**config.mk**
```make
export PLATFORM = sky130hd
export DESIGN_NAME = axi_irig_frame_fifo_flat
export DESIGN_NICKNAME = d
export VERILOG_FILES = /design/src/rtl/axi_irig_frame_fifo_if.sv /design/src/rtl/axi_irig_frame_fifo.sv /design/src/flat_wrapper.sv
export SDC_FILE = /design/constraint.sdc
export NUM_CORES = 1
export LEC_CHECK = 0
export CORE_ASPECT_RATIO = 0.6
export CORE_MARGIN = 2
export CORE_UTILIZATION = 53
export CTS_BUF_LIST = sky130_fd_sc_hd__clkbuf_4 sky130_fd_sc_hd__clkbuf_8
export DETAILED_ROUTE_END_ITERATION = 6
export PLACE_DENSITY = 0.78
export SYNTH_ARGS = -nofsm -noshare
export SYNTH_HDL_FRONTEND = slang
export SYNTH_SLANG_ARGS = --single-unit
```
**constraint.sdc**
```tcl
create_clock -name s_axi_aclk -period 5.1 [get_ports s_axi_aclk]
set_input_delay 0.51 -clock s_axi_aclk [delete_from_list [all_inputs] [get_ports s_axi_aclk]]
set_output_delay 0.51 -clock s_axi_aclk [all_outputs]
set_load 0.02 [all_outputs]
```
**src/rtl/axi_irig_frame_fifo_if.sv**
```systemverilog
// AXI4-Lite slave bus and IRIG decoder AXI-Stream input
// bundled for the frame FIFO.
interface axi_irig_frame_fifo_if #(
  parameter int DATA_W     = 164,
  parameter int AXI_ADDR_W = 6
);
  logic [AXI_ADDR_W-1:0] s_axi_awaddr;
  logic [2:0]            s_axi_awprot;
  logic                  s_axi_awvalid;
  logic                  s_axi_awready;
  logic [31:0]           s_axi_wdata;
  logic [3:0]            s_axi_wstrb;
  logic                  s_axi_wvalid;
  logic                  s_axi_wready;
  logic [1:0]            s_axi_bresp;
  logic                  s_axi_bvalid;
  logic                  s_axi_bready;
  logic [AXI_ADDR_W-1:0] s_axi_araddr;
  logic [2:0]            s_axi_arprot;
  logic                  s_axi_arvalid;
  logic                  s_axi_arready;
  logic [31:0]           s_axi_rdata;
  logic [1:0]            s_axi_rresp;
  logic                  s_axi_rvalid;
  logic                  s_axi_rready;
  logic [DATA_W-1:0]     s_axis_tdata;
  logic                  s_axis_tvalid;
  logic                  s_axis_tready;

  modport slave (
    input  s_axi_awaddr, s_axi_awprot, s_axi_awvalid,
    output s_axi_awready,
    input  s_axi_wdata, s_axi_wstrb, s_axi_wvalid,
    output s_axi_wready,
    output s_axi_bresp, s_axi_bvalid,
    input  s_axi_bready,
    input  s_axi_araddr, s_axi_arprot, s_axi_arvalid,
    output s_axi_arready,
    output s_axi_rdata, s_axi_rresp, s_axi_rvalid,
    input  s_axi_rready,
    input  s_axis_tdata, s_axis_tvalid,
    output s_axis_tready
  );

  modport master (
    output s_axi_awaddr, s_axi_awprot, s_axi_awvalid,
    input  s_axi_awready,
    output s_axi_wdata, s_axi_wstrb, s_axi_wvalid,
    input  s_axi_wready,
    input  s_axi_bresp, s_axi_bvalid,
    output s_axi_bready,
    output s_axi_araddr, s_axi_arprot, s_axi_arvalid,
    input  s_axi_arready,
    input  s_axi_rdata, s_axi_rresp, s_axi_rvalid,
    output s_axi_rready,
    output s_axis_tdata, s_axis_tvalid,
    input  s_axis_tready
  );
endinterface

```
**src/rtl/axi_irig_frame_fifo.sv**
```systemverilog
// Queued IRIG frame reader: DEPTH-entry FIFO drained over
// AXI4-Lite, with pop/flush control, overflow sticky and drop count.
module axi_irig_frame_fifo #(
  parameter int DATA_W     = 164,
  parameter int DEPTH      = 4,
  parameter int OVERWRITE  = 1,
  parameter int AXI_ADDR_W = 6
) (
  input  logic                 s_axi_aclk,
  input  logic                 s_axi_areset,
  axi_irig_frame_fifo_if.slave bus,
  output logic                 irq
);
  localparam int NWORDS = (DATA_W + 31) / 32;
  localparam int CNT_W  = $clog2(DEPTH + 1);
  localparam int PTR_W  = $clog2(DEPTH);
  localparam int WA_W   = AXI_ADDR_W - 2;
  localparam bit OVW    = (OVERWRITE != 0);
  localparam logic [CNT_W-1:0] FULL = CNT_W'(DEPTH);

  logic [DATA_W-1:0] r_mem [DEPTH];
  logic [PTR_W-1:0]  r_rd_ptr;
  logic [PTR_W-1:0]  r_wr_ptr;
  logic [CNT_W-1:0]  r_count;
  logic              r_ovf;
  logic [15:0]       r_drop;
  logic              r_awready;
  logic              r_bvalid;
  logic              r_arready;
  logic              r_rvalid;
  logic [31:0]       r_rdata;
  logic              r_irq;

  logic              w_aw_go;
  logic              w_wr_hs;
  logic              w_ar_go;
  logic              w_rd_hs;
  logic              w_ctrl;
  logic              w_not_empty;
  logic              w_full;
  logic              w_push;
  logic              w_pop;
  logic              w_clr;
  logic              w_flush;
  logic              w_ovf;
  logic              w_wr_mem;
  logic [WA_W-1:0]   w_aw_word;
  logic [WA_W-1:0]   w_ar_word;
  logic [DATA_W-1:0] w_head;
  logic [NWORDS*32-1:0] w_head_pad;
  logic [31:0]       w_status;
  logic [31:0]       w_rmux;
  logic              w_unused;

  assign w_aw_word = bus.s_axi_awaddr[AXI_ADDR_W-1:2];
  assign w_ar_word = bus.s_axi_araddr[AXI_ADDR_W-1:2];

  assign w_aw_go = bus.s_axi_awvalid & bus.s_axi_wvalid
                 & ~r_bvalid & ~r_awready;
  assign w_wr_hs = r_awready & bus.s_axi_awvalid
                 & bus.s_axi_wvalid;
  assign w_ar_go = bus.s_axi_arvalid & ~r_arready & ~r_rvalid;
  assign w_rd_hs = r_arready & bus.s_axi_arvalid;

  assign w_ctrl      = w_wr_hs & (w_aw_word == WA_W'(1));
  assign w_not_empty = (r_count != '0);
  assign w_full      = (r_count == FULL);
  assign w_push      = bus.s_axis_tvalid;
  assign w_pop       = w_ctrl & bus.s_axi_wdata[0] & w_not_empty;
  assign w_clr       = w_ctrl & bus.s_axi_wdata[1];
  assign w_flush     = w_ctrl & bus.s_axi_wdata[2];
  // a pop frees a slot, so only an unmatched push into a full FIFO drops
  assign w_ovf       = w_push & ~w_pop & w_full & ~w_flush;
  assign w_wr_mem    = w_push & (~w_ovf | OVW);
  assign w_head      = r_mem[r_rd_ptr];

  assign bus.s_axi_awready = r_awready;
  assign bus.s_axi_wready  = r_awready;
  assign bus.s_axi_bvalid  = r_bvalid;
  assign bus.s_axi_bresp   = 2'b00;
  assign bus.s_axi_arready = r_arready;
  assign bus.s_axi_rvalid  = r_rvalid;
  assign bus.s_axi_rdata   = r_rdata;
  assign bus.s_axi_rresp   = 2'b00;
  assign bus.s_axis_tready = 1'b1;
  assign irq               = r_irq;

  assign w_unused = ^{bus.s_axi_awprot, bus.s_axi_arprot,
                      bus.s_axi_wstrb, bus.s_axi_wdata[31:3],
                      bus.s_axi_awaddr[1:0],
                      bus.s_axi_araddr[1:0]};

  // frame storage, written at the tail
  always_ff @(posedge s_axi_aclk) begin
    if (w_wr_mem) r_mem[r_wr_ptr] <= bus.s_axis_tdata;
  end

  // pointers and occupancy
  always_ff @(posedge s_axi_aclk or posedge s_axi_areset) begin
    if (s_axi_areset) begin
      r_rd_ptr <= '0;
      r_wr_ptr <= '0;
      r_count  <= '0;
    end else if (w_flush) begin
      r_rd_ptr <= r_wr_ptr;
      r_count  <= w_push ? CNT_W'(1) : '0;
      if (w_push) r_wr_ptr <= r_wr_ptr + PTR_W'(1);
    end else begin
      if (w_pop | (w_ovf & OVW))
        r_rd_ptr <= r_rd_ptr + PTR_W'(1);
      if (w_wr_mem)
        r_wr_ptr <= r_wr_ptr + PTR_W'(1);
      if (w_push & ~w_pop & ~w_full)
        r_count <= r_count + CNT_W'(1);
      else if (w_pop & ~w_push)
        r_count <= r_count - CNT_W'(1);
    end
  end

  // overflow sticky and saturating drop counter; an event beats clear
  always_ff @(posedge s_axi_aclk or posedge s_axi_areset) begin
    if (s_axi_areset) begin
      r_ovf  <= 1'b0;
      r_drop <= '0;
    end else if (w_ovf) begin
      r_ovf  <= 1'b1;
      if (w_clr)
        r_drop <= 16'd1;
      else if (r_drop != 16'hFFFF)
        r_drop <= r_drop + 16'd1;
    end else if (w_clr) begin
      r_ovf  <= 1'b0;
      r_drop <= '0;
    end
  end

  // interrupt follows not_empty one cycle later
  always_ff @(posedge s_axi_aclk or posedge s_axi_areset) begin
    if (s_axi_areset) r_irq <= 1'b0;
    else              r_irq <= w_not_empty;
  end

  // write address/data accept and single-beat response
  always_ff @(posedge s_axi_aclk or posedge s_axi_areset) begin
    if (s_axi_areset) begin
      r_awready <= 1'b0;
      r_bvalid  <= 1'b0;
    end else begin
      r_awready <= w_aw_go;
      if (w_wr_hs)
        r_bvalid <= 1'b1;
      else if (bus.s_axi_bready)
        r_bvalid <= 1'b0;
    end
  end

  // status word layout
  always_comb begin
    w_status = '0;
    w_status[0] = w_not_empty;
    w_status[CNT_W+7:8] = r_count;
    w_status[16] = r_ovf;
    w_status[31:24] = 8'(DEPTH);
  end

  // read data select, head words zero-padded
  always_comb begin
    w_head_pad = '0;
    w_head_pad[DATA_W-1:0] = w_head;
    w_rmux = '0;
    if (w_ar_word == '0)
      w_rmux = w_status;
    else if (w_ar_word == WA_W'(1))
      w_rmux = {16'h0, r_drop};
    else if (w_not_empty)
      for (int k = 0; k < NWORDS; k++)
        if (w_ar_word == WA_W'(k + 2))
          w_rmux = w_head_pad[k*32 +: 32];
  end

  // read accept; data frozen at handshake until rready
  always_ff @(posedge s_axi_aclk or posedge s_axi_areset) begin
    if (s_axi_areset) begin
      r_arready <= 1'b0;
      r_rvalid  <= 1'b0;
      r_rdata   <= '0;
    end else begin
      r_arready <= w_ar_go;
      if (w_rd_hs) begin
        r_rvalid <= 1'b1;
        r_rdata  <= w_rmux;
      end else if (bus.s_axi_rready) begin
        r_rvalid <= 1'b0;
      end
    end
  end
endmodule
```
**src/flat_wrapper.sv**
```systemverilog
// flat-port wrapper written by rule: the top's interface ports become plain ports
module axi_irig_frame_fifo_flat 
#(
  parameter int DATA_W     = 164,
  parameter int DEPTH      = 4,
  parameter int OVERWRITE  = 1,
  parameter int AXI_ADDR_W = 6
)
  (s_axi_aclk, s_axi_areset, irq, bus_s_axi_awaddr, bus_s_axi_awprot, bus_s_axi_awvalid, bus_s_axi_awready, bus_s_axi_wdata, bus_s_axi_wstrb, bus_s_axi_wvalid, bus_s_axi_wready, bus_s_axi_bresp, bus_s_axi_bvalid, bus_s_axi_bready, bus_s_axi_araddr, bus_s_axi_arprot, bus_s_axi_arvalid, bus_s_axi_arready, bus_s_axi_rdata, bus_s_axi_rresp, bus_s_axi_rvalid, bus_s_axi_rready, bus_s_axis_tdata, bus_s_axis_tvalid, bus_s_axis_tready);
  axi_irig_frame_fifo_if #(.DATA_W(DATA_W), .AXI_ADDR_W(AXI_ADDR_W)) bus_i ();
  input  logic s_axi_aclk;
  input  logic s_axi_areset;
  output logic irq;
  input wire logic [$bits(bus_i.s_axi_awaddr)-1:0] bus_s_axi_awaddr;
  input wire logic [$bits(bus_i.s_axi_awprot)-1:0] bus_s_axi_awprot;
  input wire logic [$bits(bus_i.s_axi_awvalid)-1:0] bus_s_axi_awvalid;
  output wire logic [$bits(bus_i.s_axi_awready)-1:0] bus_s_axi_awready;
  input wire logic [$bits(bus_i.s_axi_wdata)-1:0] bus_s_axi_wdata;
  input wire logic [$bits(bus_i.s_axi_wstrb)-1:0] bus_s_axi_wstrb;
  input wire logic [$bits(bus_i.s_axi_wvalid)-1:0] bus_s_axi_wvalid;
  output wire logic [$bits(bus_i.s_axi_wready)-1:0] bus_s_axi_wready;
  output wire logic [$bits(bus_i.s_axi_bresp)-1:0] bus_s_axi_bresp;
  output wire logic [$bits(bus_i.s_axi_bvalid)-1:0] bus_s_axi_bvalid;
  input wire logic [$bits(bus_i.s_axi_bready)-1:0] bus_s_axi_bready;
  input wire logic [$bits(bus_i.s_axi_araddr)-1:0] bus_s_axi_araddr;
  input wire logic [$bits(bus_i.s_axi_arprot)-1:0] bus_s_axi_arprot;
  input wire logic [$bits(bus_i.s_axi_arvalid)-1:0] bus_s_axi_arvalid;
  output wire logic [$bits(bus_i.s_axi_arready)-1:0] bus_s_axi_arready;
  output wire logic [$bits(bus_i.s_axi_rdata)-1:0] bus_s_axi_rdata;
  output wire logic [$bits(bus_i.s_axi_rresp)-1:0] bus_s_axi_rresp;
  output wire logic [$bits(bus_i.s_axi_rvalid)-1:0] bus_s_axi_rvalid;
  input wire logic [$bits(bus_i.s_axi_rready)-1:0] bus_s_axi_rready;
  input wire logic [$bits(bus_i.s_axis_tdata)-1:0] bus_s_axis_tdata;
  input wire logic [$bits(bus_i.s_axis_tvalid)-1:0] bus_s_axis_tvalid;
  output wire logic [$bits(bus_i.s_axis_tready)-1:0] bus_s_axis_tready;
  assign bus_i.s_axi_awaddr = bus_s_axi_awaddr;
  assign bus_i.s_axi_awprot = bus_s_axi_awprot;
  assign bus_i.s_axi_awvalid = bus_s_axi_awvalid;
  assign bus_s_axi_awready = bus_i.s_axi_awready;
  assign bus_i.s_axi_wdata = bus_s_axi_wdata;
  assign bus_i.s_axi_wstrb = bus_s_axi_wstrb;
  assign bus_i.s_axi_wvalid = bus_s_axi_wvalid;
  assign bus_s_axi_wready = bus_i.s_axi_wready;
  assign bus_s_axi_bresp = bus_i.s_axi_bresp;
  assign bus_s_axi_bvalid = bus_i.s_axi_bvalid;
  assign bus_i.s_axi_bready = bus_s_axi_bready;
  assign bus_i.s_axi_araddr = bus_s_axi_araddr;
  assign bus_i.s_axi_arprot = bus_s_axi_arprot;
  assign bus_i.s_axi_arvalid = bus_s_axi_arvalid;
  assign bus_s_axi_arready = bus_i.s_axi_arready;
  assign bus_s_axi_rdata = bus_i.s_axi_rdata;
  assign bus_s_axi_rresp = bus_i.s_axi_rresp;
  assign bus_s_axi_rvalid = bus_i.s_axi_rvalid;
  assign bus_i.s_axi_rready = bus_s_axi_rready;
  assign bus_i.s_axis_tdata = bus_s_axis_tdata;
  assign bus_i.s_axis_tvalid = bus_s_axis_tvalid;
  assign bus_s_axis_tready = bus_i.s_axis_tready;
  axi_irig_frame_fifo #(.DATA_W(DATA_W), .DEPTH(DEPTH), .OVERWRITE(OVERWRITE), .AXI_ADDR_W(AXI_ADDR_W)) u_core (.s_axi_aclk(s_axi_aclk), .s_axi_areset(s_axi_areset), .bus(bus_i), .irq(irq));
endmodule
```
==> metrics.yaml <==
floorplanning:
  placeableCoreArea_um2: 52380
  initial_core_util_pct: 53.45
  fp.dieH_um: 182.0
  fp.dieW_um: 300.7
  design.portCount: 269
  core.rowCount: 65
  fp.dieArea_um2: 54730
cells_and_area:
  layout-drive-gt1-share_pct: 21.49
  layout.nets: 1885
  areaGrowthSynthToFinish_pct: 17.80
  post-route-util_pct: 62.96
  design_area_final_um2: 32980
  highest_count_cells_in_the_layout_ignoring_fill_and_taps: "edfxtp_1, clkdlybuf4s50_1, mux4_2"
  layout_commonest_cell: "edfxtp_1"
clock_network:
  post_cts_buffers: 0
  clk_pin_slew_ns: 0.07
  cts-buffers-inserted: 101
  cts_tree: "yes"
  cts_hold_fix_bufs: 0
  worst_skew_pair.late_latency_ns: 0.71
  maximum_clock_insertion_buffer_count: 3
  clock_tree.root_cell: "clkbuf_8"
  cts_resized: 0
  cts_max_level: 3
  cts_sinks: 717
grt:
  wire_length_of_the_first_global_routing_pass_mm: 92.69
  initial_antenna_violation_count: 10
  grtUsageTotal_pct: 22.94
  number_of_global_route_vias_before_repair: 15000
  globalRouteOverflowTotal: 0
  grt_max_degree: 108
sta:
  clock-skew-final_ns: 0.03317
  setup_total_negative_slack_ns: 0
  final.min_clock_period_ns: 2.916
  setup_violations: 0
  setup_repair_after_global_routing_missed_its_margin: "false"
  slew_violations: 0
  worst_slew_pin_slew_ns: 1.134
  worst_slew_margin_rel_pct: 24.28
  fmax_mhz: 343.0
  finalCritPeriodShare_pct: 57.17
  timing.final.hold_violations: 0
power_and_ir_drop:
  power.density_cell_area_nw_per_um2: 500.0
  ir_worst_vdd_v: 0.0004035
  design_power_total_uw: 16490
  total_leakage_power_uw: 0.01092
logic_synthesis:
  synth_top_area_share_pct: 70.37
  synth-main-ff-cell: "edfxtp_1"
  synthAdderAreaFrac_pct: 0.2950
  simple_gate_fraction_of_synth_area_pct: 3.460
  synth_largest_area_cell: "edfxtp_1"
  synth-xor-area-share_pct: 0.09386
  synth_sequential_area_ratio_pct: 75.82
  synth_top_family_by_area: "multiplexers"
  synth_area_um2: 27990
  synth.area.top_cells: "edfxtp_1, mux4_2, dfrtp_1"
  synth.mux.area_fraction_pct: 13.65
  post_synth_num_cell_types: 69
  synth_seq_cells: 717
  syn-mean-instance-area_um2: 20.26
  complex_gate_fraction_of_the_synthesized_area_pct: 4.783
  number_of_synthesized_flops_with_an_enable_pin: 656
  async_reset_ff_share_pct: 8.508
  synthesis.instances: 1382
  yosys_warnings: 0
detailed_routing:
  detail-route-antenna-nets: 0
  wl_per_cell_um: 25.26
  firstDrtPassIters: 5
  remaining_drcs: 0
  via_per_inst: 6.001
  drtIter0Drc: 1473
  route.final.wire_length_mm: 61.74
  num_vias: 14670
setup_path:
  cp_cell_sequence: "buf_4 > mux4_2 > a22oi_1 > nand2_1 > a221oi_1 > o21ai_1"
  arrival_ns: 3.49
  timing.critical_path.slowest_cell_delay_ns: 0.87
  worst-path-max-fanout: 34
  cp-start-kind: "flip-flop"
  path_class: "flip-flop to flip-flop"
  crit_buf_inv: 1
  worst_setup_path_end_kind: "flip-flop"
  critical-path-top-delay-family: "flip-flops"
  critical_path_required_ns: 5.68
  critPathSlowestCell: "dfrtp_4"
worst_hold_path:
  worst_min_path_class: "input port to async pin"
placement:
  io_buffer_count: 220
  dp_hpwl_mm: 38.00
  routabilityCongestion: 0.8898
  post_dp_cell_area_um2: 30980
flow_run:
  drv.max_cap_violation_count: 0
run_status:
  status: "completed"
[cells by family after synthesis]
group                      count (synthesis)
AOI/OAI and AO/OA                        188
other                                      2
and+or+nand+nor                          185
xor gates and xnor gates                   3
buffers and inverters                     96
muxes                                    185
DFF                                      717
adders and majority gates                  6
[layer usage]
metal / routed length (um) / global-route usage, %
met1: 25950 / 32.70
met2: 29560 / 35.59
met3: 4830 / 5.587
met4: 1331 / 6.945
met5: 69 / 0
[stage by stage]
step / hold slack, ns / setup WS [ns] / cells
after CTS: 0.2146 / 2.149 / 2439
after floorplan: 0.4464 / 0.01643 / 1385
after global routing: 0.2712 / 1.996 / 2441
final: 0.2375 / 2.184 / 2444
after detailed placement: 0.4663 / 1.718 / 2253
after global placement: 0.4443 / 1.738 / 2253
[registers in the layout, indices dropped and copies added, names as in the netlist, 2 cells and up]
register	cells
u_core.r_wr_ptr	2
u_core.r_mem	656
u_core.r_count	3
u_core.r_rd_ptr	2
u_core.r_drop	16
u_core.bus.s_axi_rdata	32
[path summary, 6_finish.rpt]
kind                            cells past startpoint  slack [ns]                     from                    endpoint
worst max-delay path                                6        2.18       u_core.r_rd_ptr[0]  u_core.bus.s_axi_rdata[20]
worst min-delay path                                2        0.24             s_axi_areset                  u_core.irq
worst max register to register                      6        2.18       u_core.r_rd_ptr[0]  u_core.bus.s_axi_rdata[20]
worst min register to register                      1        0.47  u_core.bus.s_axi_bvalid    u_core.bus.s_axi_awready
max in group asynchronous                           3        3.83             s_axi_areset          u_core.r_rd_ptr[1]
min in group s_axi_aclk                             3        0.36         bus_s_axi_wvalid    u_core.bus.s_axi_awready
[layout make-up]
| cell class | count | area [um2] |
|---|---|---|
| Inverter | 10 | 37.54 |
| Sequential cell | 717 | 21230 |
| Fill cell | 3590 | 19400 |
| Timing Repair Buffer | 251 | 2530 |
| Multi-Input combinational cell | 572 | 6300 |
| Antenna cell | 5 | 12.51 |
| Tap cell | 703 | 879.6 |
| Clock buffer | 132 | 1660 |
| Clock inverter | 54 | 322.8 |
[power by group]
part	switching (uW)	total [uW]	internal (uW)
registers	495	8130	7640
clock network	2140	4380	2240
logic	2060	3970	1910
[synth_stat cells (all sizes together), types with 6 or more instances]
cell type  number
or4            12
a221o           6
a211oi          7
a221oi         17
a32oi           6
and2            8
o31ai          14
nor3            6
o211ai          9
dfrtp          61
mux2i          24
edfxtp        656
a22oi          47
a21oi          22
nand2          86
buf            64
nor2           17
inv            10
nand3          12
o21ai          37
clkbuf         22
mux4          157
and3           10
nor2b           7
[worst register-to-register path, cell delays in order, from the launching register on]
cell and delay, ns:
dfrtp_4 0.87, buf_4 0.53, mux4_2 0.58, a22oi_1 0.22, nand2_1 0.08, a221oi_1 0.38
o21ai_1 0.12
(Power assumes the default switching activity.)
